`src/rtl/serdes_pkg.sv`:
```
// Shared definitions for the SERDES receive framer.
//   rx_state_t          : framer alignment state
//   SERDES_SYNC_DEFAULT : default sync byte that opens every frame
//   clog2               : width helper for the byte-slot counter
package serdes_pkg;

    typedef enum logic [1:0] {
        HUNT    = 2'd0,
        PRESYNC = 2'd1,
        SYNC    = 2'd2
    } rx_state_t;

    localparam logic [7:0] SERDES_SYNC_DEFAULT = 8'hA5;

    // Ceiling log2 with a floor of 1 so a counter is never zero bits wide.
    function automatic int clog2(input int value);
        int r;
        int v;
        r = 0;
        v = value - 1;
        while (v > 0) begin
            r++;
            v = v >> 1;
        end
        return (r < 1) ? 1 : r;
    endfunction

endpackage

```
`src/rtl/serdes_rx_framer.sv`:
```
// Receive-side frame aligner. Hunts for SYNC_WORD in the qualified serial
// stream, confirms alignment over LOCK_CNT sync slots, then emits payload
// bytes with a one-cycle strobe. LOSS_CNT consecutive bad sync slots drop lock.
// Ports:
//   clk, rst_n          : clock, async active-low reset
//   ser_in, ser_en      : serial bit (MSB first) and its qualifier
//   data_out            : last payload byte, held between strobes
//   data_valid, sof     : payload strobe, start-of-frame (payload byte 0)
//   locked              : state is SYNC
//   sync_err            : missed sync byte while locked
//
// state   | meaning
// HUNT    | bit-by-bit search for the sync byte
// PRESYNC | framing found, counting good sync slots, no output
// SYNC    | locked, payload emitted, misses tolerated up to LOSS_CNT
module serdes_rx_framer
    import serdes_pkg::*;
#(
    parameter logic [7:0] SYNC_WORD     = SERDES_SYNC_DEFAULT,
    parameter int         PAYLOAD_BYTES = 4,
    parameter int         LOCK_CNT      = 2,
    parameter int         LOSS_CNT      = 3
) (
    input  logic       clk,
    input  logic       rst_n,
    input  logic       ser_in,
    input  logic       ser_en,
    output logic [7:0] data_out,
    output logic       data_valid,
    output logic       sof,
    output logic       locked,
    output logic       sync_err
);

    localparam int              BCW       = clog2(PAYLOAD_BYTES + 1);
    localparam logic [BCW-1:0]  LAST_BYTE = BCW'(PAYLOAD_BYTES);
    localparam logic [BCW-1:0]  FIRST_PL  = BCW'(1);
    localparam logic [2:0]      LOCK_N    = 3'(LOCK_CNT);
    localparam logic [2:0]      LOSS_N    = 3'(LOSS_CNT);

    rx_state_t      state_q, state_d;
    // Only the newest 7 bits are ever needed: the current byte is formed
    // by appending the incoming bit.
    logic [6:0]     sr_q, sr_d;
    logic [2:0]     bit_q, bit_d;
    logic [BCW-1:0] byte_q, byte_d;
    logic [3:0]     fill_q, fill_d;
    logic [2:0]     good_q, good_d;
    logic [2:0]     miss_q, miss_d;
    logic [7:0]     data_q, data_d;
    logic           dv_q, dv_d;
    logic           sof_q, sof_d;
    logic           err_q, err_d;
    logic [7:0]     cur_byte;

    assign cur_byte = {sr_q, ser_in};

    always_comb begin
        state_d = state_q;
        sr_d    = sr_q;
        bit_d   = bit_q;
        byte_d  = byte_q;
        fill_d  = fill_q;
        good_d  = good_q;
        miss_d  = miss_q;
        data_d  = data_q;
        dv_d    = 1'b0;
        sof_d   = 1'b0;
        err_d   = 1'b0;

        if (ser_en) begin
            sr_d = cur_byte[6:0];
            if (fill_q != 4'd8) begin
                fill_d = fill_q + 4'd1;
            end

            unique case (state_q)
                HUNT: begin
                    if (fill_q >= 4'd7 && cur_byte == SYNC_WORD) begin
                        state_d = PRESYNC;
                        good_d  = 3'd1;
                        bit_d   = 3'd0;
                        byte_d  = FIRST_PL;
                    end
                end
                PRESYNC, SYNC: begin
                    bit_d = bit_q + 3'd1;
                    if (bit_q == 3'd7) begin
                        if (byte_q == '0) begin
                            byte_d = FIRST_PL;
                            if (cur_byte == SYNC_WORD) begin
                                if (state_q == PRESYNC) begin
                                    good_d = good_q + 3'd1;
                                    if (good_q + 3'd1 == LOCK_N) begin
                                        state_d = SYNC;
                                    end
                                end else begin
                                    miss_d = 3'd0;
                                end
                            end else if (state_q == PRESYNC) begin
                                state_d = HUNT;
                                bit_d   = 3'd0;
                                byte_d  = '0;
                                good_d  = 3'd0;
                                miss_d  = 3'd0;
                            end else begin
                                err_d  = 1'b1;
                                miss_d = miss_q + 3'd1;
                                if (miss_q + 3'd1 == LOSS_N) begin
                                    state_d = HUNT;
                                    bit_d   = 3'd0;
                                    byte_d  = '0;
                                    good_d  = 3'd0;
                                    miss_d  = 3'd0;
                                end
                            end
                        end else begin
                            byte_d = (byte_q == LAST_BYTE) ? '0 : byte_q + FIRST_PL;
                            if (state_q == SYNC) begin
                                data_d = cur_byte;
                                dv_d   = 1'b1;
                                sof_d  = (byte_q == FIRST_PL);
                            end
                        end
                    end
                end
                default: begin
                    state_d = HUNT;
                end
            endcase
        end
    end

    always_ff @(posedge clk or negedge rst_n) begin
        if (!rst_n) begin
            state_q <= HUNT;
            sr_q    <= '0;
            bit_q   <= '0;
            byte_q  <= '0;
            fill_q  <= '0;
            good_q  <= '0;
            miss_q  <= '0;
            data_q  <= '0;
            dv_q    <= 1'b0;
            sof_q   <= 1'b0;
            err_q   <= 1'b0;
        end else begin
            state_q <= state_d;
            sr_q    <= sr_d;
            bit_q   <= bit_d;
            byte_q  <= byte_d;
            fill_q  <= fill_d;
            good_q  <= good_d;
            miss_q  <= miss_d;
            data_q  <= data_d;
            dv_q    <= dv_d;
            sof_q   <= sof_d;
            err_q   <= err_d;
        end
    end

    assign data_out   = data_q;
    assign data_valid = dv_q;
    assign sof        = sof_q;
    assign sync_err   = err_q;
    assign locked     = (state_q == SYNC);

endmodule
```
`config.mk`:
```
export PLATFORM = sky130hd
export DESIGN_NAME = serdes_rx_framer
export DESIGN_NICKNAME = d
export VERILOG_FILES = /design/src/rtl/serdes_pkg.sv /design/src/rtl/serdes_rx_framer.sv
export SDC_FILE = /design/constraint.sdc
export NUM_CORES = 1
export LEC_CHECK = 0
export ABC_AREA = 1
export CAP_MARGIN = 25
export CORE_MARGIN = 5
export CORE_UTILIZATION = 50
export DETAILED_ROUTE_END_ITERATION = 10
export PLACE_DENSITY = 0.7
export SLEW_MARGIN = 0
export SYNTH_ARGS = -nofsm -noshare
export SYNTH_HDL_FRONTEND = slang
export SYNTH_SLANG_ARGS = --single-unit
```
`constraint.sdc`:
```
create_clock -name clk -period 2.2 [get_ports clk]
set_clock_uncertainty 0.2 [all_clocks]
set_input_delay 0.44 -clock clk [delete_from_list [all_inputs] [get_ports clk]]
set_output_delay 0.44 -clock clk [all_outputs]
set_load 0.02 [all_outputs]
```
==> results of run 1 <==
## timing repair
item / 4_1_cts / 5_1_grt
resized for setup: 1 / 0
hold buffers: 1 / 0
buffers inserted: 0 / 0
endpoints found under the setup margin: 1 / 0
hold endpoints to repair: 27 / 0
## sequential cells by signal, indices dropped and copies added, names as in the netlist, 2 cells and up
signal    cells
data_out      8
sr_q          7
fill_q        4
bit_q         3
byte_q        3
good_q        3
miss_q        3
state_q       2
## per-stage QoR
| stage | setup slack, ns | instance area [um^2] | hold slack, ns | power (mW) | util, % |
|---|---|---|---|---|---|
| global route | 0.09357 | 2311 | 0.3096 | 2.271 | 58.62 |
| floorplan | 0.4252 | 1996 | -0.05559 | 1.465 | - |
| global placement | 0.06957 | 2215 | 0.2715 | 1.619 | 56.17 |
| finish | 0.1646 | 2311 | 0.2883 | 2.089 | 58.62 |
| CTS | 0.1477 | 2311 | 0.2882 | 2.109 | 58.62 |
| detailed placement | 0.05828 | 2215 | 0.2682 | 1.628 | 56.17 |
## layout make-up
type                    instances  area (um^2)  share of cell area, %
multi-input cells             167        955.9                  41.36
clock buffers                   5        68.82                  2.978
clock inverters                 3        18.77                 0.8121
well taps                      50        62.56                  2.707
repair buffers                 20        183.9                  7.959
flip-flops and latches         36        900.9                  38.98
inverters                      32        120.1                  5.198
## layout by cell type, fill, tap and decap left out
master	n
sky130_fd_sc_hd__nand2_2	7
sky130_fd_sc_hd__nand4_1	2
sky130_fd_sc_hd__clkinv_2	2
sky130_fd_sc_hd__clkinv_4	1
sky130_fd_sc_hd__dfrtp_1	36
sky130_fd_sc_hd__inv_1	24
sky130_fd_sc_hd__o32ai_1	1
sky130_fd_sc_hd__o21ai_2	5
sky130_fd_sc_hd__nand2_4	2
sky130_fd_sc_hd__o21a_1	1
sky130_fd_sc_hd__xor2_1	2
sky130_fd_sc_hd__nor2_1	12
sky130_fd_sc_hd__nor3_1	1
sky130_fd_sc_hd__dlygate4sd2_1	1
sky130_fd_sc_hd__nand3_2	1
sky130_fd_sc_hd__xnor2_1	1
sky130_fd_sc_hd__nor2_8	1
sky130_fd_sc_hd__or2_2	2
sky130_fd_sc_hd__nor2_2	4
sky130_fd_sc_hd__ha_1	15
sky130_fd_sc_hd__o211ai_1	1
sky130_fd_sc_hd__a21oi_2	1
sky130_fd_sc_hd__nand2_1	72
sky130_fd_sc_hd__nor2_4	3
sky130_fd_sc_hd__o21ai_0	14
sky130_fd_sc_hd__clkbuf_8	5
sky130_fd_sc_hd__clkdlybuf4s50_1	13
sky130_fd_sc_hd__o21ai_1	4
sky130_fd_sc_hd__inv_2	8
sky130_fd_sc_hd__buf_4	4
sky130_fd_sc_hd__dlygate4sd3_1	1
sky130_fd_sc_hd__nand3_1	13
sky130_fd_sc_hd__buf_2	1
sky130_fd_sc_hd__a21oi_1	2
## final timing paths
kind                                to  slack (ns)   startpoint  cells after the start
hold / removal             data_out[2]        0.29  data_out[2]                      2
min in group asynchronous    miss_q[0]        0.50        rst_n                      3
setup / recovery                locked        0.16   state_q[0]                      3
setup reg to reg             good_q[1]        0.23   state_q[0]                      9
max in group asynchronous     bit_q[0]        0.97        rst_n                      3
hold reg to reg            data_out[2]        0.29  data_out[2]                      2
## synthesized netlist by cell type, types with 2 or more instances
library cell	n	area (um^2)
sky130_fd_sc_hd__a21oi_1	2	10.01
sky130_fd_sc_hd__buf_4	2	15.01
sky130_fd_sc_hd__dfrtp_1	36	900.9
sky130_fd_sc_hd__ha_1	15	187.7
sky130_fd_sc_hd__inv_1	24	90.09
sky130_fd_sc_hd__inv_2	8	30.03
sky130_fd_sc_hd__nand2_1	72	270.3
sky130_fd_sc_hd__nand2_2	7	43.79
sky130_fd_sc_hd__nand2_4	2	22.52
sky130_fd_sc_hd__nand3_1	13	65.06
sky130_fd_sc_hd__nand4_1	2	12.51
sky130_fd_sc_hd__nor2_1	12	45.04
sky130_fd_sc_hd__nor2_2	4	25.02
sky130_fd_sc_hd__nor2_4	3	33.78
sky130_fd_sc_hd__o21ai_0	14	70.07
sky130_fd_sc_hd__o21ai_1	4	20.02
sky130_fd_sc_hd__o21ai_2	5	43.79
sky130_fd_sc_hd__or2_2	2	12.51
sky130_fd_sc_hd__xor2_1	2	17.52
## where the power goes
group | internal [mW] | switching [mW]
sequential | 0.770 | 0.0980
clock | 0.221 | 0.253
combinational | 0.263 | 0.484
## kinds of logic (layout without fill, tap and decap cells)
logic type,Yosys count,count (layout)
DFF,36,36
and+or+nand+nor,120,120
buffers and inverters,35,60
AOI/OAI and AO/OA,29,29
adders and majority gates,15,15
xor gates and xnor gates,3,3
## layer usage
metal / wire length, um / vias to the layer above / track usage [%] / part of all wire (%)
met5: 0 / - / 0 / 0
met1: 1824 / 675 / 22.51 / 50
met2: 1619 / 22 / 24.73 / 44
met4: 70 / 0 / 7.377 / 1.9
met3: 126 / 7 / 2.479 / 3.5
li1: - / 791 / - / -
## critical path, delay by kind of cell, from the launching register on
| family | cells | cell delay [ns] |
|---|---|---|
| adders and majority gates | 1 | 0.23 |
| DFF | 1 | 0.42 |
| buffers and inverters | 2 | 0.45 |
==> results.md, run 1 <==
Die:
- The starting utilization of the core area is 50.62%.
- The floorplan step defined a die boundary enclosing roughly 5400 um^2.
- The core footprint is between 3000 and 4000 um^2.
- Row generation in the floorplan step produced 23 rows.
- From left edge to right edge, the die measures around 73 um.
- The floorplan step set the die height to around 73 um.
- 16 I/O pins were placed.

Synthesis:
- Yosys printed 0 warnings.
- The number of flops mapped to enable cells by yosys is 0.
- Of the total synthesized cell area, the portion taken by AND, OR, NAND and NOR gates is 28.34%.
- By area, the combinational part of the netlist is dominated by simple AND/OR/NAND/NOR gates.
- After Yosys synthesis, XOR and XNOR cells account for ~1.3% of the synthesized area.
- The mean instance size in the synthesized netlist is roughly 8.4 um^2.
- Summing the areas of all fa, ha and maj instances in the mapped netlist gives 9.404% of the synthesized area.
- In this run, synthesis produced a sequential element count of 36.
- Multiplexer cells account for 0% of the synthesized area.
- In the synthesized netlist the dominant register cell turns out to be sky130_fd_sc_hd__dfrtp_1.
- The compound-gate portion of the synthesized area is 8.840%.
- After synthesis, the share of flip-flops with an asynchronous set or reset is 100.0%.
- The post-synthesis cell type count is 28.
- The total standard cell area after synthesis is between 1500 and 2000 um^2.
- The synthesized netlist net count is 257.
- The sequential share of the synthesized area is about 45%.
- The number of instances in the synthesized netlist is ~240.

Drt:
- For this run, the detailed router's first-pass iteration total came to 4.
- The remaining antenna violation count is 0.
- The starting DRC count in detailed routing is between 70 and 80.
- Dividing the detail-routed wire length by the instance count gives ~12 um.
- The routed wire length is roughly 3600 um.
- The final route contains 1495 vias.
- Using the TritonRoute via totals, the vias-per-cell ratio works out to about 4.8.
- In the routed design, unresolved DRC markers number 0.

STA:
- The routed design could run at a clock period as short as slightly above 2 ns.
- The number of max-slew violations in the final report is 0.
- Setup repair after global routing left no endpoint under its margin.
- The fmax is 491.3 MHz.
- In the final timing run, aggregate negative setup slack is 0 ns.
- At the pin with the least slew margin, the transition time is between 0.4 and 0.5 ns.
- Setup violations remaining at the end of the flow were counted as 0.
- The worst slew margin relative to its limit is between 60% and 70%.
- The final number of hold-violating endpoints is 0.
- The final period utilization is between 90% and 100%.

Status:
- The flow ran to the end, and the final reports show no timing, DRC or antenna violations.

Power and ir drop:
- The power density normalized to cell area is ~900 nW/um^2.
- The cell leakage power is approximately 1.2 nW.
- The highest ir drop seen on vdd is between 400 and 500 uV.

Setup path:
- For this run, the slowest stage of the critical path takes between 0.4 and 0.5 ns.
- For this design, the slowest cell found on the critical path is sky130_fd_sc_hd__dfrtp_1.
- The type of the worst setup path is flip-flop to output port.
- In this run the worst path has a maximum fanout of 4.
- The data arrival time of the critical path is ~1.4 ns.
- At the worst endpoint, the required time is 1.56 ns.
- The critical path goes through inv_1, ha_1, dlygate4sd2_1.
- The worst setup path is launched from a flip-flop.
- The type of element capturing the critical path is an output port.

Global route:
- The number of global-route vias before repair was 1492.
- For this run, the total global-route usage over all layers was measured as 16.19%.
- The number of antenna violations at the first check in global routing is 0.
- The first-pass GRT wire length is between 6000 and 7000 um.
- The total overflow left after global routing is 0.
- The pin count of the biggest net entering global routing is 37.

Clock tree:
- The H-tree was split into 2 levels.
- The clock latency reported for the late side of the worst-skew pair is around 0.29 ns.
- For this design, the sink count on the clock tree is 36.
- CTS placed an instance of sky130_fd_sc_hd__clkbuf_8 at the clock tree root.
- TritonCTS built the clock tree.
- The clock passes through at most 2 buffers.
- Counting the buffers created by CTS gives 5.
- The clock transition time at the flip-flop clock pins of the worst setup and hold paths is around 0.080 ns.

Hold path:
- In this run the worst hold path is classified as flip-flop to flip-flop.

Placed design:
- The half-perimeter wire length after detailed placement is 2764 um.
- The final estimated routing congestion in global placement is 0.8048.
- The number of placed cells counting well taps is approximately 300.
- In this run the tool buffered the top-level ports with 15 buffer cells.

Layout:
- The number of nets in the layout is between 200 and 300.
- 0 antenna diodes ended up in the layout.
- The share of post-route cells with drive strength above 1 is 17.87%.
- Leaving out filler cells and counting taps, the final layout contains about 310.
- The area growth from synthesis to final layout is 15.80%.
- The layout has 370 filler cells.

Run:
- The number of violations of the max-capacitance limit is 0.
(Power assumes the default switching activity.)
==> run 2, diff against run 1 <==
--- a/config.mk
+++ b/config.mk
@@ -10,7 +10,7 @@
 export CORE_MARGIN = 5
 export CORE_UTILIZATION = 50
 export DETAILED_ROUTE_END_ITERATION = 10
-export PLACE_DENSITY = 0.7
+export DONT_BUFFER_PORTS = 1
 export SLEW_MARGIN = 0
 export SYNTH_ARGS = -nofsm -noshare
 export SYNTH_HDL_FRONTEND = slang
==> run 2 against run 1 <==
  * Sequential share of layout area increased by 2.4 points
  * Critical endpoint is now state_q[1]
  * Flip-flop and latch count is the same
  * Die area unchanged
  * Via count shrank 5.1%
  * Highest routed layer unchanged
  * First-iteration DRC count fell by 30%
  * Final area fell by 5.7%
  * Final cell count down 5.1%
  * Fmax increased by 3.8%
==> results.md, run 2 (synthesis results as in run 1) <==
Drt:
- The remaining antenna violation count is 0.
- The routed length per instance is around 12 um.
- For this run, design rule violations remaining after detail routing come to 0.
- After the first detailed-routing iteration, the DRC count stood at 54.
- Detailed routing inserted a total of around 1.4k vias.
- The routed via count divided by cell count is between 4 and 5.
- The routed design has 3552 um of wire.
- The first detailed-routing pass took 4 iterations.

Global route:
- The number of antenna violations at the first check in global routing was 0.
- Summed over all layers, the global routing overflow is 0.
- Entering global routing, the biggest net connects 37 pins.
- The first global-routing pass estimated 6182 um of wire.
- Global routing consumed, over all layers together, between 15 and 20% of the routing resources.
- The number of global-route vias before repair is 1349.

Layout:
- Cells fill a little under three fifths of the core in the end.
- The library cell used most frequently in the layout, excluding fill and tap cells, is sky130_fd_sc_hd__nand2_1.
- The multi-input combinational cell area is approximately 960 um^2.
- 0 antenna diodes ended up in the layout.
- Relative to the synthesized area, the layout overhead comes to 9.154%.
- The register with the most flip-flops in the layout has 8 of them.
- The number of nets in the layout is 265.
- Registers take roughly 900 um^2.
- The share of post-route cells with drive strength above 1 is between 15 and 20%.
- In the layout the commonest cells are sky130_fd_sc_hd__nand2_1, sky130_fd_sc_hd__dfrtp_1, sky130_fd_sc_hd__inv_1.
- The filler cells instantiated in the layout total 344.
- Excluding fillers, the count of instances in the completed layout stands at roughly 300.

STA:
- After layout, the minimum clock period comes to 1.961 ns.
- Setup repair after global routing left no endpoint under its margin.
- Setup violations remaining at the end of the flow were counted as 0.
- The transition at the pin with the smallest max-transition slack is roughly 0.33 ns.
- The final number of hold-violating endpoints was 0.
- The number of max-slew violations in the final report was 0.
- After layout, the worst path uses around nine tenths of the clock period.
- The total negative slack for setup checks is 0 ns.
- Measured against its own limit, the worst slew margin works out to 78.22%.
- Derived from the worst setup path, the maximum achievable clock frequency is ~500 MHz.

Die:
- In this run the core area contains 23 standard-cell rows.
- The starting utilization of the core area is roughly 51%.
- The I/O pin total is 16.
- The die width is 73.18 um.
- The overall die height is between 70 and 80 um.
- The region available for standard cell placement spans approximately 3900 um^2.
- The die area is about 5400 um^2.

Placed design:
- The final estimated routing congestion in global placement is 0.7928.
- The half-perimeter wire length after detailed placement is around 2600 um.
- The number of placed instances, taps included, is around 290.
- The quantity of I/O buffers inserted on ports is 0.

Clock tree:
- The TritonCTS clock tree is yes.
- Clock-pin slew was measured on the worst setup and hold paths at roughly 0.070 ns.
- The tree is rooted in a sky130_fd_sc_hd__clkbuf_8.
- Clock tree synthesis inserted a total of 5 buffers.
- The count of clock tree sinks is 36.
- The later pin in the worst-skew pair is clocked with a latency of 0.29 ns.
- The maximum number of buffers from clock root to sink is 2.
- The H-tree was split into 2 levels.

Power and ir drop:
- The worst-case IR drop observed on VDD is about 510 uV.
- The power density normalized to cell area is just under 1000 nW/um^2.
- The cell leakage power is roughly 1.1 nW.

Setup path:
- The depth of the worst register-to-register path is 10.
- STA classifies the critical path endpoint as a flip-flop.
- Of all nets on the critical path, the largest fanout is 10.
- The worst setup path is launched from a flip-flop.
- The type of the worst setup path is flip-flop to flip-flop.
- At the worst endpoint, the arrival time is about 1.9 ns.
- At the worst endpoint, the required time is between 2 and 2.5 ns.

Hold path:
- The count of cells along the worst hold path is 1.
- The type of the tightest min-delay check is input pin to flip-flop.

Run:
- The number of violations of the max-capacitance limit is 0.

Status:
- The run finished with clean final reports.
-- run 2: through the flow --
step / hold slack [ns] / cell area, um^2 / setup WS, ns / total power, mW
3_3_place_gp: -0.05473 / 2054 / 0.2752 / 1.599
4_1_cts: 0.05444 / 2178 / 0.2473 / 2.116
6_report: 0.05596 / 2178 / 0.2392 / 2.097
2_1_floorplan: -0.05559 / 1996 / 0.4252 / 1.465
5_1_grt: 0.04995 / 2178 / 0.05745 / 2.272
3_5_place_dp: -0.05435 / 2054 / 0.2636 / 1.602
-- run 2: area by class of cell --
class	count	area share, %
multi-input cells	167	43.88
flip-flops and latches	36	41.36
inverters	32	5.514
clock buffers	7	3.963
well taps	50	2.872
repair buffers	4	2.068
clock inverters	1	0.3446
-- run 2: repair_timing --
item / CTS / global route
gates resized for setup: 0 / 0
hold buffers: 2 / 0
hold endpoints to repair: 36 / 0
buffers inserted: 0 / 0
setup endpoints to repair: 0 / 0
-- run 2: power by group --
group	internal (mW)	switching (mW)
registers	0.770	0.0924
logic	0.260	0.484
clock network	0.254	0.236
total	1.28	0.812
-- run 2: critical path: stages, from the launching register on --
cell                      delay, ns
sky130_fd_sc_hd__dfrtp_1       0.40
sky130_fd_sc_hd__inv_1         0.08
sky130_fd_sc_hd__ha_1          0.32
sky130_fd_sc_hd__buf_4         0.18
sky130_fd_sc_hd__inv_1         0.16
sky130_fd_sc_hd__or2_2         0.14
sky130_fd_sc_hd__nand2_1       0.06
sky130_fd_sc_hd__nor2_2        0.12
sky130_fd_sc_hd__nand2_1       0.08
sky130_fd_sc_hd__nand2_1       0.07
sky130_fd_sc_hd__nand2_1       0.05
-- run 2: routing by layer --
layer	track usage, %	share of wire (%)	vias up
met5	0	0	-
met1	19.86	49	631
met4	7.377	2.3	0
met3	3.306	4.3	9
met2	23.44	45	20
li1	-	-	759
-- run 2: path summary, 6_finish.rpt --
path	end	slack, ns	from
hold reg to reg	sr_q[2]	0.31	sr_q[1]
min in group asynchronous	data_out[1]	0.41	rst_n
max in group asynchronous	sr_q[6]	1.19	rst_n
setup reg to reg	state_q[1]	0.24	state_q[0]
hold / removal	sr_q[0]	0.06	ser_en
setup / recovery	state_q[1]	0.24	state_q[0]
